## src/rtl/ce_prescaler_pkg.sv

```systemverilog
// Shared types for the ce_prescaler clock-enable generator.
// The state encoding is fixed so that IDLE is 0 and RUN is 1.
package ce_prescaler_pkg;

   typedef enum logic {
      ST_IDLE = 1'b0,
      ST_RUN  = 1'b1
   } state_e;

   function automatic logic xfer(input logic valid, input logic ready);
      return valid && ready;
   endfunction

endpackage

```

## src/rtl/ce_div_counter.sv

```systemverilog
// Period counter for ce_prescaler.
// It has a clear and an increment control, and it flags when the count equals the terminal value.
module ce_div_counter #(
   parameter int WIDTH = 16
) (
   input  logic             clk_in,
   input  logic             rst,
   input  logic             clr,
   input  logic             inc,
   input  logic [WIDTH-1:0] tc_val,
   output logic [WIDTH-1:0] cnt,
   output logic             tc
);

   logic [WIDTH-1:0] cnt_q;
   logic [WIDTH-1:0] cnt_d;

   always_comb begin
      cnt_d = cnt_q;
      if (clr) begin
         cnt_d = '0;
      end else if (inc) begin
         cnt_d = cnt_q + 1'b1;
      end
   end

   always_ff @(posedge clk_in) begin
      if (rst) begin
         cnt_q <= '0;
      end else begin
         cnt_q <= cnt_d;
      end
   end

   // The count wraps to zero on terminal, so equality alone is enough.
   // It never has to step past all-ones.
   assign tc  = (cnt_q == tc_val);
   assign cnt = cnt_q;

endmodule

```

## src/rtl/ce_prescaler.sv

```systemverilog
// Programmable clock-enable prescaler: one ce_out pulse every (div+1) clk_in cycles.
// A new divisor can be loaded at run time, and it takes effect only at a period boundary.
//
// state   | meaning
// --------+-----------------------------------------------
// ST_IDLE | stopped, counter held at 0, cfg written directly
// ST_RUN  | counting, cfg buffered until next terminal
module ce_prescaler #(
   parameter int WIDTH       = 16,
   parameter int DEFAULT_DIV = 0,
   parameter int TCNT_W      = 8
) (
   input  logic              clk_in,
   input  logic              rst,
   input  logic              en,
   input  logic              cfg_valid,
   input  logic [WIDTH-1:0]  cfg_div,
   output logic              cfg_ready,
   output logic              ce_out,
   output logic              busy,
   output logic [TCNT_W-1:0] tick_cnt
);

   import ce_prescaler_pkg::*;

   localparam logic [WIDTH-1:0] DEF_DIV = WIDTH'(DEFAULT_DIV);

   state_e              state_q, state_d;
   logic [WIDTH-1:0]    div_reg_q, div_reg_d;
   logic [WIDTH-1:0]    pend_div_q, pend_div_d;
   logic                pend_q, pend_d;
   logic                ce_out_q, ce_out_d;
   logic [TCNT_W-1:0]   tick_cnt_q, tick_cnt_d;

   logic                cnt_clr;
   logic                cnt_inc;
   logic                cnt_tc;
   logic [WIDTH-1:0]    cnt;
   logic                accept;

   ce_div_counter #(
      .WIDTH (WIDTH)
   ) u_cnt (
      .clk_in (clk_in),
      .rst    (rst),
      .clr    (cnt_clr),
      .inc    (cnt_inc),
      .tc_val (div_reg_q),
      .cnt    (cnt),
      .tc     (cnt_tc)
   );

   assign cfg_ready = !pend_q;
   assign accept    = xfer(cfg_valid, cfg_ready);

   always_comb begin
      state_d    = state_q;
      div_reg_d  = div_reg_q;
      pend_div_d = pend_div_q;
      pend_d     = pend_q;
      ce_out_d   = 1'b0;
      tick_cnt_d = tick_cnt_q;
      cnt_clr    = 1'b0;
      cnt_inc    = 1'b0;

      case (state_q)
         ST_IDLE: begin
            cnt_clr = 1'b1;
            if (accept) begin
               div_reg_d = cfg_div;
            end
            if (en) begin
               state_d = ST_RUN;
            end
         end
         ST_RUN: begin
            if (!en) begin
               // Stopping wins over a coincident terminal count.
               // Any buffered or just-offered divisor lands in div_reg.
               state_d = ST_IDLE;
               cnt_clr = 1'b1;
               if (pend_q) begin
                  div_reg_d = pend_div_q;
                  pend_d    = 1'b0;
               end else if (accept) begin
                  div_reg_d = cfg_div;
               end
            end else begin
               if (accept) begin
                  pend_div_d = cfg_div;
                  pend_d     = 1'b1;
               end
               if (cnt_tc) begin
                  cnt_clr    = 1'b1;
                  ce_out_d   = 1'b1;
                  tick_cnt_d = tick_cnt_q + 1'b1;
                  if (pend_q) begin
                     div_reg_d = pend_div_q;
                     pend_d    = 1'b0;
                  end
               end else begin
                  cnt_inc = 1'b1;
               end
            end
         end
         default: begin
            state_d = ST_IDLE;
            cnt_clr = 1'b1;
         end
      endcase
   end

   always_ff @(posedge clk_in) begin
      if (rst) begin
         state_q    <= ST_IDLE;
         div_reg_q  <= DEF_DIV;
         pend_div_q <= '0;
         pend_q     <= 1'b0;
         ce_out_q   <= 1'b0;
         tick_cnt_q <= '0;
      end else begin
         state_q    <= state_d;
         div_reg_q  <= div_reg_d;
         pend_div_q <= pend_div_d;
         pend_q     <= pend_d;
         ce_out_q   <= ce_out_d;
         tick_cnt_q <= tick_cnt_d;
      end
   end

   assign ce_out   = ce_out_q;
   assign busy     = (state_q == ST_RUN);
   assign tick_cnt = tick_cnt_q;

endmodule

```

## config.mk

```make
export PLATFORM = sky130hd
export DESIGN_NAME = ce_prescaler
export DESIGN_NICKNAME = d
export VERILOG_FILES = /design/src/rtl/ce_prescaler_pkg.sv /design/src/rtl/ce_div_counter.sv /design/src/rtl/ce_prescaler.sv
export SDC_FILE = /design/constraint.sdc
export NUM_CORES = 1
export LEC_CHECK = 0
export BUFFER_PORTS_ARGS = -buffer_cell sky130_fd_sc_hd__buf_2
export CAP_MARGIN = 40
export CORE_MARGIN = 10
export CORE_UTILIZATION = 40
export DETAILED_ROUTE_END_ITERATION = 10
export GPL_TIMING_DRIVEN = 0
export PLACE_DENSITY_LB_ADDON = 0.15
export SYNTH_ARGS = -nofsm -noshare
export SYNTH_HDL_FRONTEND = slang
export SYNTH_SLANG_ARGS = --single-unit
```

## constraint.sdc

```tcl
create_clock -name clk_in -period 1.8 [get_ports clk_in]
set_input_delay 0.18 -clock clk_in [delete_from_list [all_inputs] [get_ports clk_in]]
set_output_delay 0.18 -clock clk_in [all_outputs]
set_load 0.005 [all_outputs]
```

# ---- Word level (Yosys, flattened, before mapping)
# Cells that the tools add are included.
dict set report word_totals {
  reg_bits 59
  input_bits 20
  word_cells 38
}
dict set report op_classes {
  addsub 2
  eq_ne 3
  mux 17
  bitwise_logic 2
  reduce_logical 7
}
# op count
set ops {}
lappend ops {{$mux 16} 5}
lappend ops {{$pmux 16 s2} 1}
lappend ops {{$add 16x1->16 const B} 1}
lappend ops {{$eq 16x16->1} 1}
lappend ops {{$mux 1} 10}
lappend ops {{$add 8x1->8 const B} 1}
lappend ops {{$ne 3x2->1 const B} 2}
lappend ops {{$reduce_and 3->1} 2}
lappend ops {{$reduce_or 3->1} 1}
lappend ops {{$not 1->1} 2}
lappend ops {{$pmux 1 s2} 1}
lappend ops {{$reduce_and 2->1} 1}
lappend ops {{$reduce_or 2->1} 1}
lappend ops {{$logic_and 1x1->1} 1}
lappend ops {{$logic_not 1->1} 1}

# ---- Depth between registers and ports, before layout
# Gate-level depths: netlist of the first run.
dict set report logic_depth {
  word_depth 6
  ltp_mapped 7
  ltp_nobuf 5
}

# ---- By module
# Synthesis of the first run repeated with hierarchy kept, for this count alone.
dict set report unflattened {
  cells_unflattened 338
  hier_area_um2 2851.5
}
# mod instances cells_each area_each_um2 seq_area_each_um2
set by_module_without_submodules {}
lappend by_module_without_submodules {ce_prescaler 1 231 1918.1 860.8}
lappend by_module_without_submodules {ce_div_counter 1 107 933.4 320.3}

# ---- Least setup slack after synthesis of the first run
# OpenSTA, ideal clock, no wires.
dict set report synth_path {
  path_kind {reg2reg}
  start {register div_reg_q[4]}
  end {register tick_cnt_q[7] (netlist: tick_cnt[7])}
  setup_ns 0.123
  arrival_ns 1.712
  required_ns 1.677
  setup_slack_ns -0.036
  stages_incl_launch_ff 7
  n_path_buf 1
  period_less_slack_ns 1.836
  path_cell_list {dfxtp_1 xor2_1 nor4_1 nand4_2 buf_6 nor4_4 mux2_1}
}
dict set report synth_via {
  elab_chain_cells 2
}
# element line_no
set synth_rtl {}
lappend synth_rtl {{start: declaration} ce_prescaler.sv:29} ;# logic [WIDTH-1:0] div_reg_q, div_reg_d;
lappend synth_rtl {{start signal: assignment} ce_prescaler.sv:123} ;# div_reg_q <= div_reg_d;
lappend synth_rtl {{$eq 16x16->1} ce_div_counter.sv:37} ;# assign tc = (cnt_q == tc_val);
lappend synth_rtl {{$reduce_and 3->1 (no line)} n/a}
lappend synth_rtl {{end signal: assignment} ce_prescaler.sv:127} ;# tick_cnt_q <= tick_cnt_d;
lappend synth_rtl {{end: declaration} ce_prescaler.sv:33} ;# logic [TCNT_W-1:0] tick_cnt_q, tick_cnt_d;
# No other way between the ends.
# A chain may end at the register's enable or synchronous reset.

# ---- Worst setup path after layout of the first run
dict set report layout_path {
  start {register u_cnt.cnt_q[13] (netlist: u_cnt.cnt[13])}
  end {register tick_cnt_q[7] (netlist: tick_cnt[7])}
}
dict set report layout_via {
  elab_chain_cells 2
}
# element line_no
set layout_rtl {}
lappend layout_rtl {{start: declaration} ce_div_counter.sv:15} ;# logic [WIDTH-1:0] cnt_q;
lappend layout_rtl {{start signal: assignment} ce_div_counter.sv:31} ;# cnt_q <= cnt_d;
lappend layout_rtl {{$eq 16x16->1} ce_div_counter.sv:37}
lappend layout_rtl {{$reduce_and 3->1 (no line)} n/a}
# No other way between the ends.

==> metrics.cfg, run 1 <==
[floorplan]
start_util = 0.413
dieArea_mm2 = 0.0119
coreArea_mm2 = 0.00773
die_w_um = 109
die_y_um = 109
io_pins = 31
fp-row-count = 32

[synth]
yosysTopAreaCell = dfxtp_1
synth_fa_ha_area_frac = 0.00785
syn_area_mm2 = 0.00319
synth_edf_count = 0
syn_nets = 405
synth_top_family_by_area = simple AND/OR/NAND/NOR gates
synth_area_leaders = dfxtp_1 (37%), a21oi_1 (8.6%), xor2_1 (7.1%), mux2i_1 (5.0%), nand2_1 (4.7%)
muxShareOfSynthArea = 0.0537
synth_cell_types = 37
ys_ff_latch = 59
synth_compound_area_frac = 0.106
synth_top_area_frac = 0.370
synth_common_cells = dfxtp_1 (59), a21oi_1 (55), nand2_1 (40)
synthArstFlopShare = 0
avgSynthCellArea_um2 = 8.33
synthSimpleGateAreaFrac = 0.336
synth_top_flop_cell = dfxtp_1
synth-xor-area-share = 0.0824
synth_seq_area_share = 0.370
yosys_warnings = 0
synthCells = 383
yosysMostFrequentCell = dfxtp_1

[detailed_routing]
wl_per_cell_um = 16.1
drtIter0Drc = 200
vias = 2901
drc = 0
drtPass1Iterations = 5
wirelength_um = 8650
ant_nets = 0
via_per_inst = 5.40

[power]
irDropWorstVdd_uv = 344
clkPwrFrac = 0.356
combPwrFrac = 0.156
power_w = 0.00289
p_per_area_mw_per_mm2 = 749
seq_power_share = 0.487
sw_frac_of_total = 0.279
power.switching_w = 0.000805
p_leak_nw = 1.55
intPower_w = 0.00208

[timing]
worst_slack_ns = -0.0951
slew_violations = 0
fin_worst_skew_ns = 0.00568
max_freq_mhz = 528
rsz0062_at_grt = yes
setup-violations-final = 25
relSlewSlack = 0.637
hold_viol = 0
period_minus_slack_ns = 1.90
fin_setup_tns_ns = -0.894
tightestPinTransition_ns = 0.545
period_share = 1.05

[cts]
clk_latency_ns = 0.34
clock-sinks = 59
cts_buffers = 9
clock_path_buffers = 2
cts_tree = done
clk_pin_slew_ns = 0.07
cts_max_level = 3
clockRootBuffer = clkbuf_8

[placed_design]
place_ws_ns = -0.264
gp_congestion = 0.800
io_buffers = 29
hpwlAfterDp_um = 6320

[setup_path]
rr_worst_depth = 7
r2r_slack_ns = -0.1
timing.rr.start = u_cnt.cnt[13]
cp.required_ns = 2.02
startpoint_type = flip-flop
crit_arrival_ns = 2.12
crit_path_end_kind = flip-flop
crit_type = reg2reg
critPathMaxFanout = 7
r2r-end = tick_cnt[7]

[final_layout]
syn_to_final_growth_pct = 20.8
final_net_count = 453
layout.area.seq_mm2 = 0.00121
drive_gt1_frac = 0.223
antenna_cells = 0
multi_input_area_mm2 = 0.00194
nFillCells = 788

[global_routing]
grt_max_degree = 11
antenna_found_initial = 0
grt_usage = 0.150
grt-ovfl-total = 0
grt_pass1_vias = 2891
grt_pass1_wl_um = 14600

[hold_path]
whs_endpoint = pend_div_q[5]
hold_start = cfg_div[5]
min_path_type = in2reg
hold_depth = 3

[status]
violations = setup timing
status = finished, violations left

[flow_run]
max_cap_viol_count = 0

-- worst max path at each step --
stage                  startpoint       endpoint  cells after the start  slack, ns
global route        u_cnt.cnt[13]    tick_cnt[7]                      7      -0.24
finish              u_cnt.cnt[13]    tick_cnt[7]                      7       -0.1
floorplan           div_reg_q[12]    tick_cnt[7]                      6       0.11
CTS                  div_reg_q[6]    tick_cnt[7]                      7      -0.06
global placement     div_reg_q[7]  div_reg_q[12]                      7      -0.28
detailed placement   div_reg_q[8]  div_reg_q[12]                      7      -0.26
-- layout make-up --
type,count,share of cell area
Clock inverter,3,0.00390
Buffer,29,0.0533
Tap cell,102,0.0331
Sequential cell,59,0.314
Multi-Input combinational cell,293,0.503
Inverter,2,0.00195
Clock buffer,12,0.0377
Timing Repair Buffer,37,0.0536
-- layout by cell type, fill, tap and decap left out, types with 4 or more instances in the layout --
master,instances
clkbuf_1,14
mux2i_1,16
nor2_1,34
nor4_2,4
dfxtp_2,7
buf_4,7
dfxtp_1,47
nand2_1,39
xnor2_1,4
nand3_1,25
xor2_1,26
dfxtp_4,5
buf_2,35
nand4b_1,16
and4_1,4
or3b_1,16
nor4b_1,16
clkbuf_8,11
a21oi_1,52
-- power groups by stage --
stage / registers, W / logic, W / clock network [W]
6_report: 0.00141 / 0.000452 / 0.00103
3_5_place_dp: 0.00144 / 0.000380 / 0
4_1_cts: 0.00140 / 0.000432 / 0.00106
5_1_grt: 0.00141 / 0.000495 / 0.00112
2_1_floorplan: 0.00142 / 0.000276 / 0
3_3_place_gp: 0.00144 / 0.000374 / 0
-- metrics by stage --
stage                     std cells  utilization  hold slack, ns  instance area (um2)
after floorplan                 383            -           0.308                 3190
after global placement          514        0.448           0.435                 3460
after detailed placement        514        0.448           0.441                 3460
after CTS                       536        0.490          0.0788                 3790
after global routing            537        0.499           0.101                 3850
final                           537        0.499          0.0879                 3850
-- timing repair --
item | CTS | global route
hold buffers | 0 | 0
gates cloned | 1 | 0
gates resized for setup | 40 | 17
pin swaps | 15 | 8
buffers inserted | 6 | 1
setup endpoints to repair | 47 | 47
-- worst max-delay path: stages, from the launching register on --
cell and delay (ns):
dfxtp_1 0.35, xor2_1 0.19, nor4_2 0.35, nand4_2 0.12, buf_6 0.17, buf_8 0.13, nor4_4 0.14, mux2_4 0.32
-- layer usage --
metal	routed length (um)	share of wire	global-route usage
met5	0	0	0
met4	102	0.012	0.0437
met3	271	0.031	0.0322
met2	4020	0.47	0.233
met1	4250	0.49	0.206
-- registers in the layout, summed over array words and instances (netlist names) --
| register | flops |
|---|---|
| div_reg_q | 16 |
| pend_div_q | 16 |
| u_cnt.cnt | 16 |
| tick_cnt | 8 |
| busy | 1 |
| ce_out | 1 |
| pend_q | 1 |
-- kinds of logic after synthesis --
group | Yosys count
simple gates | 179
xor+xnor | 30
mux | 17
flops | 59
buf+inv | 31
fa+ha+maj | 2
compound gates | 65
(Power assumes the default switching activity.)
==> run 2, diff against run 1 <==
Settings changed: CORE_UTILIZATION 40 to 53.
==> run 2 against run 1 <==
  * The flow still finishes with violations (setup timing)
  * Combinational power decreased by 4%
  * Die area shrank 20%
  * Hold slack got worse by 0.011 ns
  * Global-route usage up 2.9 points
  * Utilization increased by 15 points
  * Sequential share of layout area grew 0.091 points
  * Critical path depth unchanged
  * Setup slack better by 0.026 ns
  * Cell count decreased by 5.4%
  * Power grew 6.6%
  * Sequential cell count did not move
  * Clock skew increased by 0.0011 ns
  * Critical path type unchanged
  * Critical endpoint is now div_reg_q[2]
==> metrics.cfg, run 2 (synthesis results as in run 1) <==
[cts]
clk_latency_ns = 0.35  ; about the same
cts_max_level = 3  ; unchanged
clock_path_buffers = 2  ; unchanged
cts_buffers = 9  ; unchanged
cts_tree = done
clock-sinks = 59  ; unchanged
clk_pin_slew_ns = 0.07  ; about the same
clockRootBuffer = clkbuf_8

[final_layout]
final_core_util = 0.649  ; +0.150
antenna_cells = 0  ; unchanged
nFillCells = 541  ; -31%
final_net_count = 451  ; -0.44%
syn_to_final_growth_pct = 19.7
final_common_cell = a21oi_1
final_cell_mix = a21oi_1 (53), dfxtp_1 (47), nand2_1 (39)
final_cell_area_mm2 = 0.00382  ; -0.91%
drive_gt1_frac = 0.217  ; -0.00590
fin_cells = 508  ; -5.4%

[detailed_routing]
via_per_inst = 5.90  ; +9.2%
wirelength_um = 8450  ; -2.3%
vias = 2998  ; +3.3%
wl_per_cell_um = 16.6  ; +3.3%
drc = 0  ; unchanged
drtIter0Drc = 251  ; +26%
ant_nets = 0  ; unchanged
drtPass1Iterations = 5  ; unchanged

[timing]
worst_slack_ns = -0.0692  ; +0.0259 ns
fin_worst_skew_ns = 0.00677  ; +0.00109 ns
relSlewSlack = 0.637  ; +0.000738
tightestPinTransition_ns = 0.544  ; -0.00111 ns
slew_violations = 0  ; unchanged
hold_viol = 0  ; unchanged
setup-violations-final = 13  ; -48%
fin_setup_tns_ns = -0.448  ; +0.445 ns
rsz0062_at_grt = yes
max_freq_mhz = 535  ; +1.4%
period_share = 1.04  ; -0.0144
period_minus_slack_ns = 1.87  ; -0.0259 ns

[setup_path]
r2r_slack_ns = -0.07  ; +0.03 ns
crit_arrival_ns = 2.16  ; +0.04 ns
rr_worst_depth = 7  ; unchanged
crit_path_end_kind = flip-flop
critPathMaxFanout = 10  ; +3
crit_type = reg2reg
cp.required_ns = 2.09  ; +0.07 ns
startpoint_type = flip-flop

[status]
status = finished, violations left
violations = setup timing

[hold_path]
hold_depth = 3  ; unchanged
min_path_type = in2reg

[global_routing]
grt_max_degree = 11  ; unchanged
grt_pass1_wl_um = 14300  ; -2.0%
grt-ovfl-total = 0  ; unchanged
antenna_found_initial = 0  ; unchanged
grt_usage = 0.179  ; +0.0290
grt_pass1_vias = 2881  ; -0.35%

[flow_run]
max_cap_viol_count = 0  ; unchanged

[floorplan]
coreArea_mm2 = 0.00589  ; -24%
io_pins = 31  ; unchanged
fp-row-count = 28  ; -13%
die_y_um = 97.6  ; -11%
die_w_um = 97.6  ; -11%
start_util = 0.542  ; +0.129
dieArea_mm2 = 0.00952  ; -20%

[placed_design]
gp_congestion = 0.852  ; +6.5%
place_inst = 487  ; -5.3%
hpwlAfterDp_um = 5940  ; -6.0%
io_buffers = 29  ; unchanged
place_area_mm2 = 0.00343  ; -0.98%

[power]
p_leak_nw = 1.54  ; -0.52%
irDropWorstVdd_uv = 503  ; +46%
p_per_area_mw_per_mm2 = 806  ; +7.6%

-- run 2: cell count changes in the layout (fill, tap and decap cells not counted), sizes merged --
cell / change
bufinv: +1
clkbuf: +4
clkinv: -2
buf: -5
-- run 2: power by group --
group / switching [W] / internal [W] / leakage, nW
Sequential: 0.0000566 / 0.00136 / 0.485
Clock: 0.000527 / 0.000706 / 0.0995
Combinational: 0.000238 / 0.000194 / 0.955
-- run 2: path summary, 6_finish.rpt --
path | start | endpoint
setup / recovery | u_cnt.cnt[13] | div_reg_q[2]
hold / removal | cfg_div[4] | pend_div_q[4]
setup reg to reg | u_cnt.cnt[13] | div_reg_q[2]
hold reg to reg | pend_div_q[6] | pend_div_q[6]
-- run 2: what timing repair did --
action	4_1_cts	5_1_grt
gates cloned	2	0
setup endpoints to repair	47	47
hold buffers	0	0
pin swaps	15	3
gates resized for setup	23	32
buffers inserted	3	1
-- run 2: metrics by stage --
step | setup slack [ns] | hold slack (ns) | power, W
floorplan | 0.112 | 0.308 | 0.00169
global placement | -0.237 | 0.435 | 0.00180
detailed placement | -0.235 | 0.441 | 0.00181
CTS | -0.0890 | 0.0721 | 0.00305
global route | -0.163 | 0.0932 | 0.00318
finish | -0.0692 | 0.0767 | 0.00308
-- run 2: worst max-delay path, cell delays in order (launching register included) --
cell and delay (ns):
dfxtp_2 0.35, xor2_1 0.17, nor4_2 0.34, nand4_2 0.13, buf_6 0.17, clkbuf_4 0.20, or3b_1 0.39, nand3_1 0.07
-- run 2: cell type report --
cell class,count,area [um2],share of cell area
Multi-Input combinational cell,293,1950,0.511
Sequential cell,59,1200,0.315
Timing Repair Buffer,35,198,0.0518
Buffer,29,173,0.0452
Clock buffer,13,159,0.0416
Tap cell,75,93.8,0.0246
Clock inverter,2,35.0,0.00918
Inverter,2,7.51,0.00197
-- run 2: layer usage --
| metal | part of all wire | up-vias | GRT usage |
|---|---|---|---|
| met5 | 0 | - | 0 |
| met4 | 0.018 | 0 | 0.0951 |
| met3 | 0.072 | 12 | 0.0313 |
| met2 | 0.46 | 126 | 0.273 |
| met1 | 0.45 | 1389 | 0.234 |
| li1 | - | 1471 | - |
